===== src/rtl/uart_rx_axis.sv =====
// Oversampling UART receiver with majority-vote sampling,
// configurable framing and a small AXI-Stream output FIFO.
module uart_rx_axis #(
    parameter int CLK_FREQ   = 100_000_000,
    parameter int BAUD       = 115200,
    parameter int DATA_BITS  = 8,
    parameter int PARITY     = 0,
    parameter int STOP_BITS  = 1,
    parameter int OVERSAMPLE = 16,
    parameter int FIFO_DEPTH = 4
) (
    input  logic                 clk,
    input  logic                 rst_n,
    input  logic                 rx,
    output logic [DATA_BITS-1:0] m_axis_tdata,
    output logic                 m_axis_tuser,
    output logic                 m_axis_tvalid,
    input  logic                 m_axis_tready,
    output logic                 frame_err,
    output logic                 parity_err,
    output logic                 overrun
);

    localparam int DIV   = CLK_FREQ / (BAUD * OVERSAMPLE);
    localparam int DIV_W = (DIV > 1) ? $clog2(DIV) : 1;
    localparam int S_W   = $clog2(OVERSAMPLE);
    localparam int B_W   = $clog2(DATA_BITS);
    localparam int M     = OVERSAMPLE / 2;
    localparam int AW    = $clog2(FIFO_DEPTH);
    localparam int FW    = DATA_BITS + 1;

    localparam logic [DIV_W-1:0] DIV_LAST = DIV_W'(DIV - 1);
    localparam logic [DIV_W-1:0] DIV_ONE  = DIV_W'(1);
    localparam logic [S_W-1:0]   S_LAST   = S_W'(OVERSAMPLE - 1);
    localparam logic [S_W-1:0]   S_ONE    = S_W'(1);
    localparam logic [S_W-1:0]   S_V0     = S_W'(M - 1);
    localparam logic [S_W-1:0]   S_V1     = S_W'(M);
    localparam logic [S_W-1:0]   S_V2     = S_W'(M + 1);
    localparam logic [B_W-1:0]   B_LAST   = B_W'(DATA_BITS - 1);
    localparam logic [B_W-1:0]   B_ONE    = B_W'(1);
    localparam logic             STOP_LAST = 1'(STOP_BITS - 1);
    localparam logic [AW:0]      PTR_ONE  = (AW + 1)'(1);

    if (DIV < 1) begin : g_bad_div
        $error("uart_rx_axis: CLK_FREQ too low for BAUD*OVERSAMPLE");
    end

    typedef enum logic [2:0] {
        ST_IDLE, ST_START, ST_DATA, ST_PAR, ST_STOP
    } state_e;

    state_e               state_q, state_d;
    logic                 sync1_q, sync1_d, sync2_q, sync2_d;
    logic [DIV_W-1:0]     div_q, div_d;
    logic [S_W-1:0]       s_q, s_d;
    logic [B_W-1:0]       bit_q, bit_d;
    logic                 stop_q, stop_d;
    logic                 v0_q, v0_d, v1_q, v1_d;
    logic                 armed_q, armed_d;
    logic                 perr_q, perr_d;
    logic [DATA_BITS-1:0] shift_q, shift_d;
    logic [FW-1:0]        mem_q [FIFO_DEPTH];
    logic [FW-1:0]        mem_d [FIFO_DEPTH];
    logic [AW:0]          wr_q, wr_d, rd_q, rd_d;

    logic rx_s, tick, vote_now, vote, bit_end, push;
    logic full, pop, do_push;
    logic [FW-1:0] rd_word;

    assign rx_s     = sync2_q;
    assign tick     = (div_q == DIV_LAST);
    assign vote_now = tick && (s_q == S_V2);
    assign bit_end  = tick && (s_q == S_LAST);
    assign vote     = (v0_q & v1_q) | (v0_q & rx_s) | (v1_q & rx_s);

    always_comb begin
        sync1_d   = rx;
        sync2_d   = sync1_q;
        div_d     = tick ? '0 : div_q + DIV_ONE;
        s_d       = s_q;
        v0_d      = v0_q;
        v1_d      = v1_q;
        state_d   = state_q;
        armed_d   = armed_q;
        bit_d     = bit_q;
        stop_d    = stop_q;
        shift_d   = shift_q;
        perr_d    = perr_q;
        push      = 1'b0;
        frame_err = 1'b0;
        if (tick) s_d = (s_q == S_LAST) ? '0 : s_q + S_ONE;
        if (tick && s_q == S_V0) v0_d = rx_s;
        if (tick && s_q == S_V1) v1_d = rx_s;
        unique case (state_q)
            ST_IDLE: begin
                if (rx_s) armed_d = 1'b1;
                if (armed_q && !rx_s) begin
                    state_d = ST_START;
                    s_d     = '0;
                    div_d   = '0;
                    bit_d   = '0;
                    stop_d  = 1'b0;
                    perr_d  = 1'b0;
                end
            end
            ST_START: begin
                if (vote_now && vote) state_d = ST_IDLE;
                else if (bit_end) begin
                    state_d = ST_DATA;
                    bit_d   = '0;
                end
            end
            ST_DATA: begin
                if (vote_now) shift_d = {vote, shift_q[DATA_BITS-1:1]};
                if (bit_end) begin
                    if (bit_q == B_LAST) begin
                        bit_d   = '0;
                        state_d = (PARITY != 0) ? ST_PAR : ST_STOP;
                    end else begin
                        bit_d = bit_q + B_ONE;
                    end
                end
            end
            ST_PAR: begin
                // perr set when the total ones count breaks the mode's rule
                if (vote_now)
                    perr_d = (PARITY == 1) ? ~(^shift_q ^ vote)
                                           : (^shift_q ^ vote);
                if (bit_end) state_d = ST_STOP;
            end
            ST_STOP: begin
                if (vote_now && !vote) begin
                    frame_err = 1'b1;
                    armed_d   = 1'b0;
                    state_d   = ST_IDLE;
                end else if (vote_now && stop_q == STOP_LAST) begin
                    push    = 1'b1;
                    state_d = ST_IDLE;
                end else if (bit_end) begin
                    stop_d = 1'b1;
                end
            end
            default: state_d = ST_IDLE;
        endcase
    end

    assign full    = (wr_q[AW] != rd_q[AW]) && (wr_q[AW-1:0] == rd_q[AW-1:0]);
    assign pop     = m_axis_tvalid && m_axis_tready;
    assign do_push = push && (!full || pop);
    assign rd_word = mem_q[rd_q[AW-1:0]];

    assign m_axis_tvalid = (wr_q != rd_q);
    assign m_axis_tdata  = rd_word[DATA_BITS-1:0];
    assign m_axis_tuser  = rd_word[DATA_BITS];
    assign parity_err    = push && perr_q;
    assign overrun       = push && full && !pop;

    always_comb begin
        mem_d = mem_q;
        wr_d  = wr_q;
        rd_d  = rd_q;
        if (do_push) begin
            mem_d[wr_q[AW-1:0]] = {perr_q, shift_q};
            wr_d = wr_q + PTR_ONE;
        end
        if (pop) rd_d = rd_q + PTR_ONE;
    end

    always_ff @(posedge clk or negedge rst_n) begin
        if (!rst_n) begin
            state_q <= ST_IDLE;
            sync1_q <= 1'b1;
            sync2_q <= 1'b1;
            div_q   <= '0;
            s_q     <= '0;
            bit_q   <= '0;
            stop_q  <= 1'b0;
            v0_q    <= 1'b1;
            v1_q    <= 1'b1;
            armed_q <= 1'b1;
            perr_q  <= 1'b0;
            shift_q <= '0;
            wr_q    <= '0;
            rd_q    <= '0;
            for (int i = 0; i < FIFO_DEPTH; i++) mem_q[i] <= '0;
        end else begin
            state_q <= state_d;
            sync1_q <= sync1_d;
            sync2_q <= sync2_d;
            div_q   <= div_d;
            s_q     <= s_d;
            bit_q   <= bit_d;
            stop_q  <= stop_d;
            v0_q    <= v0_d;
            v1_q    <= v1_d;
            armed_q <= armed_d;
            perr_q  <= perr_d;
            shift_q <= shift_d;
            wr_q    <= wr_d;
            rd_q    <= rd_d;
            mem_q   <= mem_d;
        end
    end

endmodule


===== config.mk =====
export PLATFORM = sky130hd
export DESIGN_NAME = uart_rx_axis
export DESIGN_NICKNAME = d
export VERILOG_FILES = /design/src/rtl/uart_rx_axis.sv
export SDC_FILE = /design/constraint.sdc
export NUM_CORES = 1
export LEC_CHECK = 0
export BUFFER_PORTS_ARGS = -buffer_cell sky130_fd_sc_hd__buf_4
export CAP_MARGIN = 30
export CORE_MARGIN = 3
export CORE_UTILIZATION = 50
export CTS_CLUSTER_DIAMETER = 50
export CTS_CLUSTER_SIZE = 16
export DETAILED_ROUTE_END_ITERATION = 8
export PLACE_DENSITY = 0.75
export SLEW_MARGIN = 15
export SYNTH_ARGS = -nofsm -noshare
export SYNTH_HDL_FRONTEND = slang
export SYNTH_SLANG_ARGS = --single-unit

===== constraint.sdc =====
create_clock -name clk -period 3.36 [get_ports clk]
set_input_delay 0.672 -clock clk [delete_from_list [all_inputs] [get_ports clk]]
set_output_delay 0.672 -clock clk [all_outputs]
set_load 0.05 [all_outputs]

# Yosys cells after proc, flatten, opt, wreduce, memory -nomap -nowiden
# Index checks and enable logic that the tools add are counted.
# word_totals
ff_bits	73
out_inout_bits	13
in_bits	4
# classes
addsub	5
muxes	43
bitwise	9
n_reduce_logical	31
n_eq_ne	27
magnitude_cmp	3
# op_table
op	count
$mux 3	13
$bwmux 36	1
$mux 9	3
$ne 2x2->1 const B	12
$bmux 9 s2	1
$demux 9 s2	1
$mux 6	3
$mux 4	4
$logic_and 1x1->1	15
$pmux 3 s5	1
$eq 4x4->1 const B	3
$mux 1	12
$reduce_and 5->1	2
$add 3x1->3 const B	3
$pmux 3 s3	1
$reduce_xor 8->1	1
$add 6x1->6 const B	1
$eq 3x2->1 const B	2
$eq 3x3->1 const B	2
$eq 6x6->1 const B	1
$ge 3x3->1 const B	2
$ne 3x3->1 const B	2
$not 2->3	2
$pmux 1 s2	3
other kinds (19)	27

# Depth between registers and ports, before layout
# Gate-level depths: netlist of run 1.
# logic_depth
ltp_word	9
mapped_depth	7
mapped_depth_nobuf	6

# Worst setup path after synthesis of run 1
# No wires, ideal clock.
# synth_timing
kind	input-to-output
from	input m_axis_tready
to	output overrun
t_arrival_ps	2573
t_required_ps	2688
stages	2
slack_ps	115
path_buffers	0
path_cell_list	nand4b_2 > nor4_1
# synth_via
elab_chain_len	3
# synth_lines
item	line_no	source
from (decl)	18	input logic m_axis_tready,
$logic_and 1x1->1	148	assign pop = m_axis_tvalid && m_axis_tready;
$logic_not 1->1	156	assign overrun = push && full && !pop;
$logic_and 1x1->1	156	
to (decl)	21	output logic overrun
# No other way between the ends.

# Final worst setup path of run 1
# layout_timing
from	register rd_q[1]
to	output overrun
# layout_via
elab_chain_len	4
word_cells_on_any_way	7
cone_classes	2 x eq/ne; 5 x reduce/logical
# layout_lines
item	line_no	source
from (decl)	64	logic [AW:0] wr_q, wr_d, rd_q, rd_d;
from (signal assigned)	200	rd_q <= rd_d;
$ne 3x3->1 or $eq 2x2->1 (tied branches)	152, 147	
$logic_and 1x1->1 (on tied branches)	148, 147	
$logic_not 1->1 or $logic_and 1x1->1 (tied branches)	156	
$logic_and 1x1->1 (*)	156	
# Every way passes the cells marked *; elsewhere a longest branch is shown, timed or not.

==> results of run 1 <==
==> worst reg2reg max path, cell delays in order, from the launching register on <==
cell     delay (ns)
dfrtp_1        0.49
or3b_1         0.55
nor3b_4        0.49
nand4_4        0.31
mux2_2         0.36
==> cell type report <==
class	instances	share of cell area, %
Clock buffer	9	3.072
Clock inverter	7	2.327
Multi-Input combinational cell	176	41.76
Timing Repair Buffer	18	3.847
Inverter	6	0.5585
Sequential cell	73	45.45
Tap cell	96	2.979
==> kinds of logic after synthesis <==
family	synth area share, %
adders and majority gates	4.482
DFF	51.30
and+or+nand+nor	12.85
AOI/OAI and AO/OA	3.116
muxes	21.39
buffers and inverters	1.575
xor gates and xnor gates	5.287
==> power groups by stage <==
stage | combinational [W] | sequential [W] | clock (W)
2_1_floorplan | 0.000271 | 0.000998 | 0
3_3_place_gp | 0.000315 | 0.00103 | 0
3_5_place_dp | 0.000321 | 0.00104 | 0
4_1_cts | 0.000324 | 0.00102 | 0.000768
5_1_grt | 0.000367 | 0.00103 | 0.000806
6_report | 0.000320 | 0.00102 | 0.000750
==> per-layer routing <==
| layer | routed length [um] | vias to the layer above |
|---|---|---|
| met5 | 0 | - |
| met4 | 124 | 0 |
| met3 | 185 | 9 |
| met2 | 2792 | 37 |
| met1 | 2932 | 1056 |
| li1 | - | 994 |
==> sequential cells by signal, indices dropped and copies added (netlist names) <==
name and count:
rx_s 1, armed_q 1, rd_q 3, v0_q 1, perr_q 1, div_q 6, stop_q 1, shift_q 8
s_q 4, sync1_q 1, bit_q 3, v1_q 1, state_q 3, wr_q 3, mem_q 36
==> path summary, 6_finish.rpt <==
| kind | slack [ns] | to | start |
|---|---|---|---|
| worst max-delay path | 0.56 | overrun | rd_q[1] |
| worst min-delay path | 0.16 | mem_q[0] | rst_n |
| worst max register to register | 1.06 | mem_q[8] | state_q[0] |
| worst min register to register | 0.38 | rx_s | sync1_q |
| max in group asynchronous | 2.60 | v1_q | rst_n |
| min in group clk | 0.38 | rx_s | sync1_q |
==> per-stage QoR <==
stage               util [%]  instance area [um^2]  power (W)  setup slack, ns
global placement       55.14                  3787   0.001350           0.9508
CTS                    58.31                  4005   0.002112           0.4811
finish                 58.71                  4033   0.002087           0.5621
global route           58.71                  4033   0.002200           0.3704
floorplan                  -                  3573   0.001269           0.1151
detailed placement     55.14                  3787   0.001358           0.8702
==> Yosys cell counts (2+ instances only) <==
| cell | n |
|---|---|
| mux2_2 | 49 |
| a21oi_1 | 5 |
| nand3_1 | 5 |
| a21o_1 | 2 |
| nand2_1 | 13 |
| nor4_1 | 2 |
| dfrtp_1 | 68 |
| or2_2 | 2 |
| nand2b_1 | 3 |
| ha_1 | 12 |
| and3b_1 | 2 |
| xor2_1 | 4 |
| and3_1 | 3 |
| and2_1 | 2 |
| nand3b_1 | 2 |
| nor3_1 | 2 |
| dfstp_2 | 5 |
| nand4_4 | 4 |
| buf_2 | 2 |
| mux4_2 | 9 |
| nor2_1 | 11 |
| xnor2_1 | 15 |
| o21ai_0 | 6 |
| o31ai_1 | 2 |
| nand4b_1 | 4 |
| inv_1 | 6 |
| or3_1 | 2 |
==> impl_results.html, run 1 <==
<table>
<tr><th>Metric</th><th>Value</th></tr>
<tr><th colspan="2">Layout</th></tr>
<tr><td>Area of the multi-input gates</td><td>1684 um^2</td></tr>
<tr><td>Register cell area after layout</td><td>1833 um^2</td></tr>
<tr><td>Synthesis-to-finish area growth</td><td>12.85%</td></tr>
<tr><td>Layout Cells excl Fill</td><td>385</td></tr>
<tr><td>Share of post-route cells with drive strength above 1</td><td>37.02%</td></tr>
<tr><td>Number of nets in the finished design</td><td>300</td></tr>
<tr><td>Top library cells by usage in the layout, fill and taps aside</td><td>dfrtp_1 (68), mux2_2 (49), buf_4 (17)</td></tr>
<tr><td>Antenna diode count</td><td>0</td></tr>
<tr><td>Filler instances</td><td>542</td></tr>
<tr><td>Leading cell type in the layout, fill and taps excluded</td><td>dfrtp_1</td></tr>
<tr><th colspan="2">Timing</th></tr>
<tr><td>Hold Violations, Final</td><td>0</td></tr>
<tr><td>Worst Tran Pin Value</td><td>0.7471 ns</td></tr>
<tr><td>Worst Skew</td><td>0.01059 ns</td></tr>
<tr><td>Final count of pins violating max slew</td><td>0</td></tr>
<tr><td>Fmax</td><td>357.4 MHz</td></tr>
<tr><td>Worst slew margin relative to its limit</td><td>49.49%</td></tr>
<tr><td>Total negative slack</td><td>0 ns</td></tr>
<tr><td>Final number of setup-violating endpoints</td><td>0</td></tr>
<tr><td>Part of the cycle the worst path needs</td><td>83.27%</td></tr>
<tr><td>Tightest hold margin</td><td>0.1628 ns</td></tr>
<tr><td>Final critical path time including I/O delays and setup</td><td>2.798 ns</td></tr>
<tr><td>RSZ-0062 raised after global routing</td><td>no</td></tr>
<tr><th colspan="2">Floorplan</th></tr>
<tr><td>Core ar.</td><td>6869 um^2</td></tr>
<tr><td>Top-Level Pins</td><td>17</td></tr>
<tr><td>Floorplan die area</td><td>8197 um^2</td></tr>
<tr><td>Die H</td><td>90.54 um</td></tr>
<tr><td>Die width</td><td>90.54 um</td></tr>
<tr><td>Starting density of the core</td><td>52.02%</td></tr>
<tr><td>Row Count</td><td>30</td></tr>
<tr><th colspan="2">Synth</th></tr>
<tr><td>EDFF count, synth</td><td>0</td></tr>
<tr><td>Total of warnings raised by yosys</td><td>0</td></tr>
<tr><td>Area share of the largest cell type after synthesis</td><td>47.62%</td></tr>
<tr><td>Async set or reset register ratio after synthesis</td><td>100.0%</td></tr>
<tr><td>Number of distinct standard cells referenced by the synthesized netlist</td><td>46</td></tr>
<tr><td>Prevailing post-synth register cell</td><td>dfrtp_1</td></tr>
<tr><td>Average cell area after synthesis</td><td>13.69 um^2</td></tr>
<tr><td>Number of synthesized register bits</td><td>73</td></tr>
<tr><td>Post-Syn Nets</td><td>277</td></tr>
<tr><td>Cells taking the most area after synthesis</td><td>dfrtp_1 (48%), mux2_2 (15%), mux4_2 (5.7%)</td></tr>
<tr><td>Share of synthesized area occupied by flip-flops and latches</td><td>51.30%</td></tr>
<tr><td>Most area-hungry cell type in the Yosys netlist</td><td>dfrtp_1</td></tr>
<tr><td>Cell count after synthesis</td><td>261</td></tr>
<tr><td>Netlist area before placement</td><td>3573 um^2</td></tr>
<tr><th colspan="2">Power</th></tr>
<tr><td>Fraction of power consumed by combinational cells</td><td>15.4%</td></tr>
<tr><td>Sequential cell fraction of total power</td><td>48.7%</td></tr>
<tr><td>Design internal power</td><td>0.001505 W</td></tr>
<tr><td>Worst ir drop on vdd</td><td>0.0002350 V</td></tr>
<tr><td>Switching power of the nets</td><td>0.0005818 W</td></tr>
<tr><td>Lkg Pwr</td><td>1.881 nW</td></tr>
<tr><td>Clock share of power</td><td>35.9%</td></tr>
<tr><td>Switch share</td><td>27.88%</td></tr>
<tr><td>Cell Pwr Density</td><td>517.6 nW/um^2</td></tr>
<tr><th colspan="2">Place</th></tr>
<tr><td>Placed insts</td><td>368</td></tr>
<tr><td>Final HPWL DP</td><td>4033 um</td></tr>
<tr><td>Number of I/O port buffers</td><td>16</td></tr>
<tr><td>Final estimated routing congestion in global placement</td><td>0.7895</td></tr>
<tr><th colspan="2">Routing</th></tr>
<tr><td>Detailed-routing iteration count for the pre-antenna-repair pass</td><td>4</td></tr>
<tr><td>Total wirelength of the detailed-routed design</td><td>6034 um</td></tr>
<tr><td>Detailed Route Iter0 Violations</td><td>133</td></tr>
<tr><td>Vias per cell</td><td>5.444</td></tr>
<tr><td>Average detailed-routed wire length per instance</td><td>15.67 um</td></tr>
<tr><td>Total via count in the routed design</td><td>2096</td></tr>
<tr><td>Count of unresolved DRC violations after routing</td><td>0</td></tr>
<tr><td>Antenna viol nets, final</td><td>0</td></tr>
<tr><th colspan="2">Clock network</th></tr>
<tr><td>Number of buffers on the longest clock path</td><td>2</td></tr>
<tr><td>Setup Buffers After CTS</td><td>0</td></tr>
<tr><td>Clk Tree Root Cell</td><td>clkbuf_8</td></tr>
<tr><td>CTS H-Tree Depth</td><td>3</td></tr>
<tr><td>Clock latency of the later-clocked register in the worst-skew pair</td><td>0.34 ns</td></tr>
<tr><td>Number of clock sinks</td><td>73</td></tr>
<tr><td>CTS Buf Count</td><td>9</td></tr>
<tr><td>Clock slew seen by the registers of the worst setup and hold paths</td><td>0.08 ns</td></tr>
<tr><td>Clock tree from TritonCTS</td><td>yes</td></tr>
<tr><td>Hold-fix buffer count after cts</td><td>0</td></tr>
<tr><td>Count of cells resized by post-cts repair</td><td>0</td></tr>
<tr><th colspan="2">Global routing</th></tr>
<tr><td>Met2 track demand over resource</td><td>23.78%</td></tr>
<tr><td>Overall global routing resource usage</td><td>16.48%</td></tr>
<tr><td>Wire length of the first global-routing pass</td><td>10740 um</td></tr>
<tr><td>GR Layer Usage met1</td><td>24.13%</td></tr>
<tr><td>Total congestion overflow after global routing</td><td>0</td></tr>
<tr><td>Via count of the first global-routing pass</td><td>2127</td></tr>
<tr><td>GR Util met3</td><td>3.000%</td></tr>
<tr><td>Initial antenna violation count</td><td>0</td></tr>
<tr><td>GRT busiest layer</td><td>met1</td></tr>
<tr><td>Maximum number of pins on one net before global-route repair</td><td>74</td></tr>
<tr><th colspan="2">Critical path</th></tr>
<tr><td>Arrival time reported for the critical path endpoint</td><td>2.13 ns</td></tr>
<tr><td>CP Cell Sequence</td><td>xnor2_1 &gt; nand4b_2 &gt; nor4_1 &gt; buf_4</td></tr>
<tr><td>Reg2Reg Depth</td><td>4</td></tr>
<tr><td>Crit. path cell count</td><td>4</td></tr>
<tr><td>Kind of start point of the critical path</td><td>flop</td></tr>
<tr><td>Required arrival time at the worst endpoint</td><td>2.69 ns</td></tr>
<tr><td>Type of the worst setup path</td><td>reg -&gt; out</td></tr>
<tr><td>Buf+Inv Stages, Crit Path</td><td>1</td></tr>
<tr><td>Largest stage delay, worst path</td><td>0.58 ns</td></tr>
<tr><td>Category of cells accounting for the largest share of critical-path delay</td><td>simple AND/OR/NAND/NOR gates</td></tr>
<tr><td>Worst-path maximum fanout</td><td>12</td></tr>
<tr><td>Slowest cell on the critical path</td><td>dfrtp_1</td></tr>
<tr><td>Endpoint type of the worst setup path</td><td>output pin</td></tr>
<tr><th colspan="2">Hold path</th></tr>
<tr><td>Hold/Removal Path Class</td><td>in -&gt; async</td></tr>
<tr><th colspan="2">Run status</th></tr>
<tr><td>Status</td><td>finished clean</td></tr>
<tr><th colspan="2">Run</th></tr>
<tr><td>Reported max-cap violation count</td><td>0</td></tr>
</table>
(Power assumes the default switching activity.)
==> run 2: changes to the inputs <==
- ABC_AREA: unset -> 1
- PLACE_DENSITY: 0.75 -> 0.78
- clock period: 3.36 -> 2.33 ns (I/O delays scaled with it)
==> run 2 against run 1 <==
  * Final area rose by 4.5%
  * First-iteration DRC count up 21%
  * Global-route usage up 2.2 points
  * Sequential share of layout area shrank 2.0 points
  * Count of clock-buffer cells in the layout is 2 higher
  * Utilization rose by 1.3 points
  * Sequential power increased by 48%
  * Non-clock buffer count increased by 5
  * Setup slack worse by 0.48 ns
  * Critical endpoint is now parity_err
==> impl_results.html, run 2 <==
<table>
<tr><th>Metric</th><th>Value</th></tr>
<tr><th colspan="2">Timing</th></tr>
<tr><td>Worst Tran Pin Value</td><td>0.5066 ns (-0.2405 ns)</td></tr>
<tr><td>Hold Violations, Final</td><td>0 (unchanged)</td></tr>
<tr><td>Tightest hold margin</td><td>0.1120 ns (-0.05080 ns)</td></tr>
<tr><td>Fmax</td><td>445.6 MHz</td></tr>
<tr><td>Final critical path time including I/O delays and setup</td><td>2.244 ns</td></tr>
<tr><td>Final count of pins violating max slew</td><td>0 (unchanged)</td></tr>
<tr><td>Final number of setup-violating endpoints</td><td>0 (unchanged)</td></tr>
<tr><td>Part of the cycle the worst path needs</td><td>96.32%</td></tr>
<tr><td>Worst slew margin relative to its limit</td><td>66.19% (+17 points)</td></tr>
<tr><td>RSZ-0062 raised after global routing</td><td>no</td></tr>
<tr><td>Worst Skew</td><td>0.01212 ns (+0.001528 ns)</td></tr>
<tr><th colspan="2">Clock network</th></tr>
<tr><td>Clock latency of the later-clocked register in the worst-skew pair</td><td>0.34 ns (about the same)</td></tr>
<tr><td>Clock tree from TritonCTS</td><td>yes</td></tr>
<tr><td>Number of clock sinks</td><td>73 (unchanged)</td></tr>
<tr><td>Clock slew seen by the registers of the worst setup and hold paths</td><td>0.08 ns (about the same)</td></tr>
<tr><td>CTS H-Tree Depth</td><td>3 (unchanged)</td></tr>
<tr><td>Clk Tree Root Cell</td><td>clkbuf_8</td></tr>
<tr><td>CTS Buf Count</td><td>9 (unchanged)</td></tr>
<tr><td>Number of buffers on the longest clock path</td><td>2 (unchanged)</td></tr>
<tr><th colspan="2">Routing</th></tr>
<tr><td>Total wirelength of the detailed-routed design</td><td>7097 um (+18%)</td></tr>
<tr><td>Antenna viol nets, final</td><td>0 (unchanged)</td></tr>
<tr><td>Detailed Route Iter0 Violations</td><td>161 (+21%)</td></tr>
<tr><td>Vias per cell</td><td>5.159 (-5.2%)</td></tr>
<tr><td>Count of unresolved DRC violations after routing</td><td>0 (unchanged)</td></tr>
<tr><td>Average detailed-routed wire length per instance</td><td>12.72 um (-19%)</td></tr>
<tr><td>Total via count in the routed design</td><td>2879 (+37%)</td></tr>
<tr><td>Detailed-routing iteration count for the pre-antenna-repair pass</td><td>5 (+1)</td></tr>
<tr><th colspan="2">Synth</th></tr>
<tr><td>Number of synthesized register bits</td><td>73 (unchanged)</td></tr>
<tr><td>Number of distinct standard cells referenced by the synthesized netlist</td><td>32 (-30%)</td></tr>
<tr><td>Async set or reset register ratio after synthesis</td><td>100.0% (unchanged)</td></tr>
<tr><td>Area share of the largest cell type after synthesis</td><td>45.71% (-1.9 points)</td></tr>
<tr><td>Most area-hungry cell type in the Yosys netlist</td><td>dfrtp_1</td></tr>
<tr><td>Cell with the most instances after synthesis</td><td>nand2_1</td></tr>
<tr><td>Total of warnings raised by yosys</td><td>0 (unchanged)</td></tr>
<tr><td>Cells taking the most area after synthesis</td><td>dfrtp_1 (46%), nand2_1 (12%), nor2_1 (4.5%)</td></tr>
<tr><td>Share of synthesized area occupied by flip-flops and latches</td><td>49.24% (-2.1 points)</td></tr>
<tr><td>Average cell area after synthesis</td><td>8.597 um^2 (-37%)</td></tr>
<tr><td>Commonest cells post-synth</td><td>nand2_1 (116), dfrtp_1 (68), nor2_1 (45), inv_1 (33)</td></tr>
<tr><td>Cell count after synthesis</td><td>433 (+66%)</td></tr>
<tr><td>EDFF count, synth</td><td>0 (unchanged)</td></tr>
<tr><td>Post-Syn Nets</td><td>449 (+62%)</td></tr>
<tr><td>Prevailing post-synth register cell</td><td>dfrtp_1</td></tr>
<tr><td>Netlist area before placement</td><td>3722 um^2 (+4.2%)</td></tr>
<tr><th colspan="2">Layout</th></tr>
<tr><td>Number of nets in the finished design</td><td>473 (+58%)</td></tr>
<tr><td>Synthesis-to-finish area growth</td><td>13.24%</td></tr>
<tr><td>Share of post-route cells with drive strength above 1</td><td>16.23% (-21 points)</td></tr>
<tr><td>Final Core Density</td><td>60.05% (+1.3 points)</td></tr>
<tr><td>Number of flip-flops in the largest register</td><td>36 (unchanged)</td></tr>
<tr><td>Register cell area after layout</td><td>1833 um^2 (unchanged)</td></tr>
<tr><td>Filler instances</td><td>598 (+10%)</td></tr>
<tr><td>Top library cells by usage in the layout, fill and taps aside</td><td>nand2_1 (116), dfrtp_1 (68), nor2_1 (45)</td></tr>
<tr><td>Leading cell type in the layout, fill and taps excluded</td><td>nand2_1</td></tr>
<tr><td>Antenna diode count</td><td>0 (unchanged)</td></tr>
<tr><td>Top register by number of flip-flops</td><td>mem_q</td></tr>
<tr><td>Top flop regs</td><td>mem_q x36, shift_q x8, div_q x6</td></tr>
<tr><td>Layout Cells excl Fill</td><td>558 (+45%)</td></tr>
<tr><td>Area of the multi-input gates</td><td>1694 um^2 (+0.59%)</td></tr>
<tr><th colspan="2">Power</th></tr>
<tr><td>Cell Pwr Density</td><td>986.7 nW/um^2 (+91%)</td></tr>
<tr><td>Lkg Pwr</td><td>1.951 nW (+3.7%)</td></tr>
<tr><td>Worst ir drop on vdd</td><td>0.0006041 V (+160%)</td></tr>
<tr><td>Post-layout total power</td><td>0.004159 W (+99%)</td></tr>
<tr><th colspan="2">Critical path</th></tr>
<tr><td>Crit path capture</td><td>parity_err</td></tr>
<tr><td>Largest stage delay, worst path</td><td>0.39 ns (-0.19 ns)</td></tr>
<tr><td>CP Cell Sequence</td><td>inv_2 &gt; ha_1 &gt; inv_1 &gt; nor2_4 &gt; nand3_4 &gt; nor3_4 &gt; inv_1 &gt; nor2_1 &gt; buf_6</td></tr>
<tr><td>RR Startpoint</td><td>s_q[1]</td></tr>
<tr><td>Endpoint of the lowest-slack register-to-register path</td><td>mem_q[1]</td></tr>
<tr><td>Reg2Reg Depth</td><td>10 (+6)</td></tr>
<tr><td>Crit path from</td><td>s_q[1]</td></tr>
<tr><td>Dominant cell type by count on the critical path</td><td>inv_1</td></tr>
<tr><td>Worst-path maximum fanout</td><td>4 (-8)</td></tr>
<tr><td>Endpoint type of the worst setup path</td><td>output pin</td></tr>
<tr><td>Worst setup slack for register-to-register paths</td><td>0.43 ns (-0.63 ns)</td></tr>
<tr><td>Kind of start point of the critical path</td><td>flop</td></tr>
<tr><td>Arrival time reported for the critical path endpoint</td><td>1.78 ns (-0.35 ns)</td></tr>
<tr><td>Slowest cell on the critical path</td><td>dfrtp_1</td></tr>
<tr><td>Required arrival time at the worst endpoint</td><td>1.86 ns (-0.83 ns)</td></tr>
<tr><td>Type of the worst setup path</td><td>reg -&gt; out</td></tr>
<tr><th colspan="2">Place</th></tr>
<tr><td>Final estimated routing congestion in global placement</td><td>0.8532 (+8.1%)</td></tr>
<tr><td>Number of I/O port buffers</td><td>16 (unchanged)</td></tr>
<tr><td>Placed insts</td><td>540 (+47%)</td></tr>
<tr><td>Final HPWL DP</td><td>4932 um (+22%)</td></tr>
<tr><th colspan="2">Global routing</th></tr>
<tr><td>Via count of the first global-routing pass</td><td>2848 (+34%)</td></tr>
<tr><td>Maximum number of pins on one net before global-route repair</td><td>74 (unchanged)</td></tr>
<tr><td>Overall global routing resource usage</td><td>18.64% (+2.2 points)</td></tr>
<tr><td>Total congestion overflow after global routing</td><td>0 (unchanged)</td></tr>
<tr><td>Initial antenna violation count</td><td>0 (unchanged)</td></tr>
<tr><td>Wire length of the first global-routing pass</td><td>12870 um (+20%)</td></tr>
<tr><th colspan="2">Hold path</th></tr>
<tr><td>Hold/Removal Path Class</td><td>in -&gt; async</td></tr>
<tr><th colspan="2">Floorplan</th></tr>
<tr><td>Top-Level Pins</td><td>17 (unchanged)</td></tr>
<tr><td>Floorplan die area</td><td>8516 um^2 (+3.9%)</td></tr>
<tr><td>Row Count</td><td>30 (unchanged)</td></tr>
<tr><td>Starting density of the core</td><td>53.03% (+1.0 points)</td></tr>
<tr><td>Core ar.</td><td>7019 um^2 (+2.2%)</td></tr>
<tr><td>Die H</td><td>92.28 um (+1.9%)</td></tr>
<tr><td>Die width</td><td>92.28 um (+1.9%)</td></tr>
<tr><th colspan="2">Run status</th></tr>
<tr><td>Status</td><td>finished clean</td></tr>
<tr><th colspan="2">Run</th></tr>
<tr><td>Reported max-cap violation count</td><td>0 (unchanged)</td></tr>
</table>
## run 2: what timing repair did
item | CTS | global route
hold buffers | 0 | 0
pin swaps | 2 | 5
setup endpoints to repair | 2 | 7
resized for setup | 4 | 5
buffers inserted | 2 | 0
## run 2: routing by layer
metal	vias to the layer above	wire length (um)	part of all wire, %	GRT usage [%]
met1	1355	3216	45	24.34
met5	-	0	0	0
met2	52	3474	49	30.47
met4	0	140	2.0	8.168
li1	1456	-	-	-
met3	16	266	3.7	3.199
## run 2: kinds of logic after synthesis
| logic type | share of synthesized area (%) |
|---|---|
| XOR/XNOR | 3.294 |
| AO/OA/AOI/OAI | 12.71 |
| buffers and inverters | 5.680 |
| flip-flops | 49.24 |
| adder cells (fa/ha/maj) | 4.034 |
| AND/OR/NAND/NOR | 25.04 |
## run 2: worst max-delay path: cells and delay by family (launching register included)
| kind | cells | cell delay, ns |
|---|---|---|
| adders and majority gates | 1 | 0.15 |
| and+or+nand+nor | 4 | 0.49 |
| buffers and inverters | 4 | 0.39 |
| DFF | 1 | 0.39 |
## run 2: worst min path at each step
stage                  from        to  slack, ns  depth (start not counted)
finish                rst_n    s_q[3]       0.11                          2
CTS                   rst_n   wr_q[1]       0.14                          2
global placement    sync1_q      rx_s       0.35                          0
detailed placement  sync1_q      rx_s       0.35                          0
global route          rst_n    s_q[3]       0.14                          2
floorplan             rst_n  bit_q[0]       0.17                          0
## run 2: where the power goes
group	total [W]	internal (W)	switching [W]
sequential	0.00151	0.00138	0.000132
combinational	0.00152	0.000476	0.00105
clock	0.00112	0.000658	0.000466
total	0.00416	0.00251	0.00165
## run 2: cell type report
cell class                 count  share of cell area, %
sequential                    73                  43.48
multi-input combinational    313                  40.19
timing repair buffer          23                  4.749
clock buffer                  11                  3.592
inverter                      37                  3.295
tap                           96                  2.850
clock inverter                 5                  1.840
## run 2: metrics by stage
step	instance area [um^2]	worst slack [ns]	setup TNS (ns)
final	4215	0.08583	0
after global routing	4215	0.0007421	0
after global placement	3940	0.2775	0
after detailed placement	3940	0.1990	0
after floorplan	3722	-0.05277	-0.1055
after CTS	4199	0.03718	0
==> run 3: changes to the inputs <==
- PLACE_DENSITY: 0.78 -> 0.75
- clock period: 2.33 -> 2.35 ns (I/O delays scaled with it)
==> run 3 against run 2 <==
  * Via count increased by 3.0%
  * First-iteration DRC count shrank 19%
  * Sequential share of layout area is 0.65 points lower
  * Critical endpoint is now m_axis_tdata[7]
  * Final area increased by 1.5%
==> impl_results.html, run 3 (same netlist as run 2, synthesis figures left out) <==
<table>
<tr><th>Metric</th><th>Value</th></tr>
<tr><th colspan="2">Layout</th></tr>
<tr><td>Layout Cells excl Fill</td><td>564 (+1.1%)</td></tr>
<tr><td>Synthesis-to-finish area growth</td><td>14.96%</td></tr>
<tr><td>Number of nets in the finished design</td><td>479 (+1.3%)</td></tr>
<tr><td>Leading cell type in the layout, fill and taps excluded</td><td>nand2_1</td></tr>
<tr><td>Number of flip-flops in the largest register</td><td>36 (unchanged)</td></tr>
<tr><td>Share of post-route cells with drive strength above 1</td><td>17.95% (+1.7 points)</td></tr>
<tr><td>Top flop regs</td><td>mem_q x36, shift_q x8, div_q x6</td></tr>
<tr><td>Top register by number of flip-flops</td><td>mem_q</td></tr>
<tr><td>Antenna diode count</td><td>0 (unchanged)</td></tr>
<tr><td>Top library cells by usage in the layout, fill and taps aside</td><td>nand2_1 (115), dfrtp_1 (68), nor2_1 (42)</td></tr>
<tr><th colspan="2">Critical path</th></tr>
<tr><td>Required arrival time at the worst endpoint</td><td>1.88 ns (+0.02 ns)</td></tr>
<tr><td>Buf+Inv Stages, Crit Path</td><td>2 (-2)</td></tr>
<tr><td>Slowest cell on the critical path</td><td>dfrtp_1</td></tr>
<tr><td>Endpoint type of the worst setup path</td><td>output pin</td></tr>
<tr><td>CP Cell Sequence</td><td>inv_1 &gt; o21ai_0 &gt; o22ai_1 &gt; buf_4</td></tr>
<tr><td>Largest stage delay, worst path</td><td>0.50 ns (+0.11 ns)</td></tr>
<tr><td>Category of cells accounting for the largest share of critical-path delay</td><td>buffers and inverters</td></tr>
<tr><td>Crit path from</td><td>rd_q[1]</td></tr>
<tr><td>Worst-path maximum fanout</td><td>10 (+6)</td></tr>
<tr><td>Type of the worst setup path</td><td>reg -&gt; out</td></tr>
<tr><td>Kind of start point of the critical path</td><td>flop</td></tr>
<tr><td>Arrival time reported for the critical path endpoint</td><td>1.77 ns (about the same)</td></tr>
<tr><td>RR Startpoint</td><td>div_q[1]</td></tr>
<tr><th colspan="2">Clock network</th></tr>
<tr><td>Number of clock sinks</td><td>73 (unchanged)</td></tr>
<tr><td>Clock slew seen by the registers of the worst setup and hold paths</td><td>0.08 ns (about the same)</td></tr>
<tr><td>CTS H-Tree Depth</td><td>3 (unchanged)</td></tr>
<tr><td>Hold-fix buffer count after cts</td><td>0 (unchanged)</td></tr>
<tr><td>CTS Buf Count</td><td>9 (unchanged)</td></tr>
<tr><td>Clock tree from TritonCTS</td><td>yes</td></tr>
<tr><td>Clk Tree Root Cell</td><td>clkbuf_8</td></tr>
<tr><td>Number of buffers on the longest clock path</td><td>2 (unchanged)</td></tr>
<tr><td>Clock latency of the later-clocked register in the worst-skew pair</td><td>0.35 ns (about the same)</td></tr>
<tr><th colspan="2">Routing</th></tr>
<tr><td>Total via count in the routed design</td><td>2964 (+3.0%)</td></tr>
<tr><td>Vias per cell</td><td>5.255 (+1.9%)</td></tr>
<tr><td>Detailed-routing iteration count for the pre-antenna-repair pass</td><td>4 (-1)</td></tr>
<tr><td>Antenna viol nets, final</td><td>0 (unchanged)</td></tr>
<tr><td>Total wirelength of the detailed-routed design</td><td>7415 um (+4.5%)</td></tr>
<tr><td>Count of unresolved DRC violations after routing</td><td>0 (unchanged)</td></tr>
<tr><td>Detailed Route Iter0 Violations</td><td>131 (-19%)</td></tr>
<tr><td>Average detailed-routed wire length per instance</td><td>13.15 um (+3.4%)</td></tr>
<tr><th colspan="2">Timing</th></tr>
<tr><td>Final count of pins violating max slew</td><td>0 (unchanged)</td></tr>
<tr><td>Worst Skew</td><td>0.01211 ns (-0.000005800 ns)</td></tr>
<tr><td>Worst slew margin relative to its limit</td><td>65.76% (-0.43 points)</td></tr>
<tr><td>Final critical-path setup slack</td><td>0.1054 ns (+0.01961 ns)</td></tr>
<tr><td>RSZ-0062 raised after global routing</td><td>yes</td></tr>
<tr><td>Total negative slack</td><td>0 ns (unchanged)</td></tr>
<tr><td>Final critical path time including I/O delays and setup</td><td>2.245 ns</td></tr>
<tr><td>Worst Tran Pin Value</td><td>0.5130 ns (+0.006372 ns)</td></tr>
<tr><td>Hold Violations, Final</td><td>0 (unchanged)</td></tr>
<tr><td>Final number of setup-violating endpoints</td><td>0 (unchanged)</td></tr>
<tr><td>Fmax</td><td>445.5 MHz</td></tr>
<tr><td>Part of the cycle the worst path needs</td><td>95.51%</td></tr>
<tr><th colspan="2">Power</th></tr>
<tr><td>Lkg Pwr</td><td>1.986 nW (+1.8%)</td></tr>
<tr><td>Clock share of power</td><td>28.6% (+1.6 points)</td></tr>
<tr><td>Sequential cell fraction of total power</td><td>35.4% (-0.9 points)</td></tr>
<tr><td>Design internal power</td><td>0.002592 W (+3.1%)</td></tr>
<tr><td>Cell Pwr Density</td><td>993.4 nW/um^2 (+0.68%)</td></tr>
<tr><td>Fraction of power consumed by combinational cells</td><td>36.0% (-0.6 points)</td></tr>
<tr><td>Worst ir drop on vdd</td><td>0.0004577 V (-24%)</td></tr>
<tr><td>Switching power of the nets</td><td>0.001659 W (+0.82%)</td></tr>
<tr><td>Switch share</td><td>39.02% (-0.53 points)</td></tr>
<tr><td>Post-layout total power</td><td>0.004251 W (+2.2%)</td></tr>
<tr><th colspan="2">Place</th></tr>
<tr><td>Setup Slack @ Placement</td><td>0.2397 ns (+0.04070 ns)</td></tr>
<tr><td>Placed insts</td><td>543 (+0.56%)</td></tr>
<tr><td>Final estimated routing congestion in global placement</td><td>0.8571 (+0.46%)</td></tr>
<tr><td>Number of I/O port buffers</td><td>16 (unchanged)</td></tr>
<tr><td>Final HPWL DP</td><td>5177 um (+5.0%)</td></tr>
<tr><th colspan="2">Floorplan</th></tr>
<tr><td>Floorplan die area</td><td>8516 um^2 (unchanged)</td></tr>
<tr><td>Starting density of the core</td><td>53.03% (unchanged)</td></tr>
<tr><td>Row Count</td><td>30 (unchanged)</td></tr>
<tr><td>Die width</td><td>92.28 um (unchanged)</td></tr>
<tr><td>Die H</td><td>92.28 um (unchanged)</td></tr>
<tr><td>Top-Level Pins</td><td>17 (unchanged)</td></tr>
<tr><td>Core ar.</td><td>7019 um^2 (unchanged)</td></tr>
<tr><th colspan="2">Global routing</th></tr>
<tr><td>Total congestion overflow after global routing</td><td>0 (unchanged)</td></tr>
<tr><td>Overall global routing resource usage</td><td>19.21% (+0.56 points)</td></tr>
<tr><td>Via count of the first global-routing pass</td><td>2865 (+0.60%)</td></tr>
<tr><td>Initial antenna violation count</td><td>0 (unchanged)</td></tr>
<tr><td>Maximum number of pins on one net before global-route repair</td><td>38 (-49%)</td></tr>
<tr><td>Wire length of the first global-routing pass</td><td>13150 um (+2.2%)</td></tr>
<tr><th colspan="2">Run</th></tr>
<tr><td>Reported max-cap violation count</td><td>0 (unchanged)</td></tr>
<tr><th colspan="2">Hold path</th></tr>
<tr><td>Hold/Removal Path Class</td><td>in -&gt; async</td></tr>
<tr><th colspan="2">Run status</th></tr>
<tr><td>Status</td><td>finished clean</td></tr>
</table>
==> run 3: area by class of cell <==
class | instances | area (um^2)
multi-input combinational | 313 | 1699
inverter | 37 | 141.4
sequential | 73 | 1833
clock inverter | 6 | 115.1
timing repair buffer | 29 | 232.7
tap | 96 | 120.1
clock buffer | 10 | 137.6
fill | 601 | 2740
==> run 3: power groups by stage <==
stage	clock, W	sequential, W	combinational (W)
after floorplan	0	0.00147	0.00115
after global placement	0	0.00151	0.00150
after detailed placement	0	0.00152	0.00152
after CTS	0.00124	0.00150	0.00153
after global routing	0.00130	0.00152	0.00170
final	0.00122	0.00150	0.00153
==> run 3: repair_timing <==
item	CTS	global route
setup endpoints to repair	2	4
setup buffers	1	4
pin swaps	1	3
resized for setup	3	11
==> run 3: path summary, 6_finish.rpt <==
kind                       slack [ns]         endpoint  depth (start not counted)
setup / recovery                 0.11  m_axis_tdata[7]                          4
hold / removal                   0.06           s_q[3]                          1
setup reg to reg                 0.32         mem_q[6]                         11
hold reg to reg                  0.36             rx_s                          0
max in group asynchronous        1.60             v1_q                          2
min in group clk                 0.22          sync1_q                          1
==> run 3: per-stage QoR <==
stage	util, %	cell area, um^2	hold WS (ns)
after floorplan	-	3722	0.1744
after detailed placement	56.27	3950	0.3475
after global placement	56.27	3950	0.3473
after CTS	60.20	4225	0.07253
after global routing	60.96	4279	0.08002
final	60.96	4279	0.06354
==> run 3: per-layer routing <==
layer	wire (um)	global-route usage [%]	vias up
met5	0	0	-
li1	-	-	1474
met1	3305	24.51	1424
met4	68	5.198	0
met3	332	5.086	7
met2	3707	32.30	59
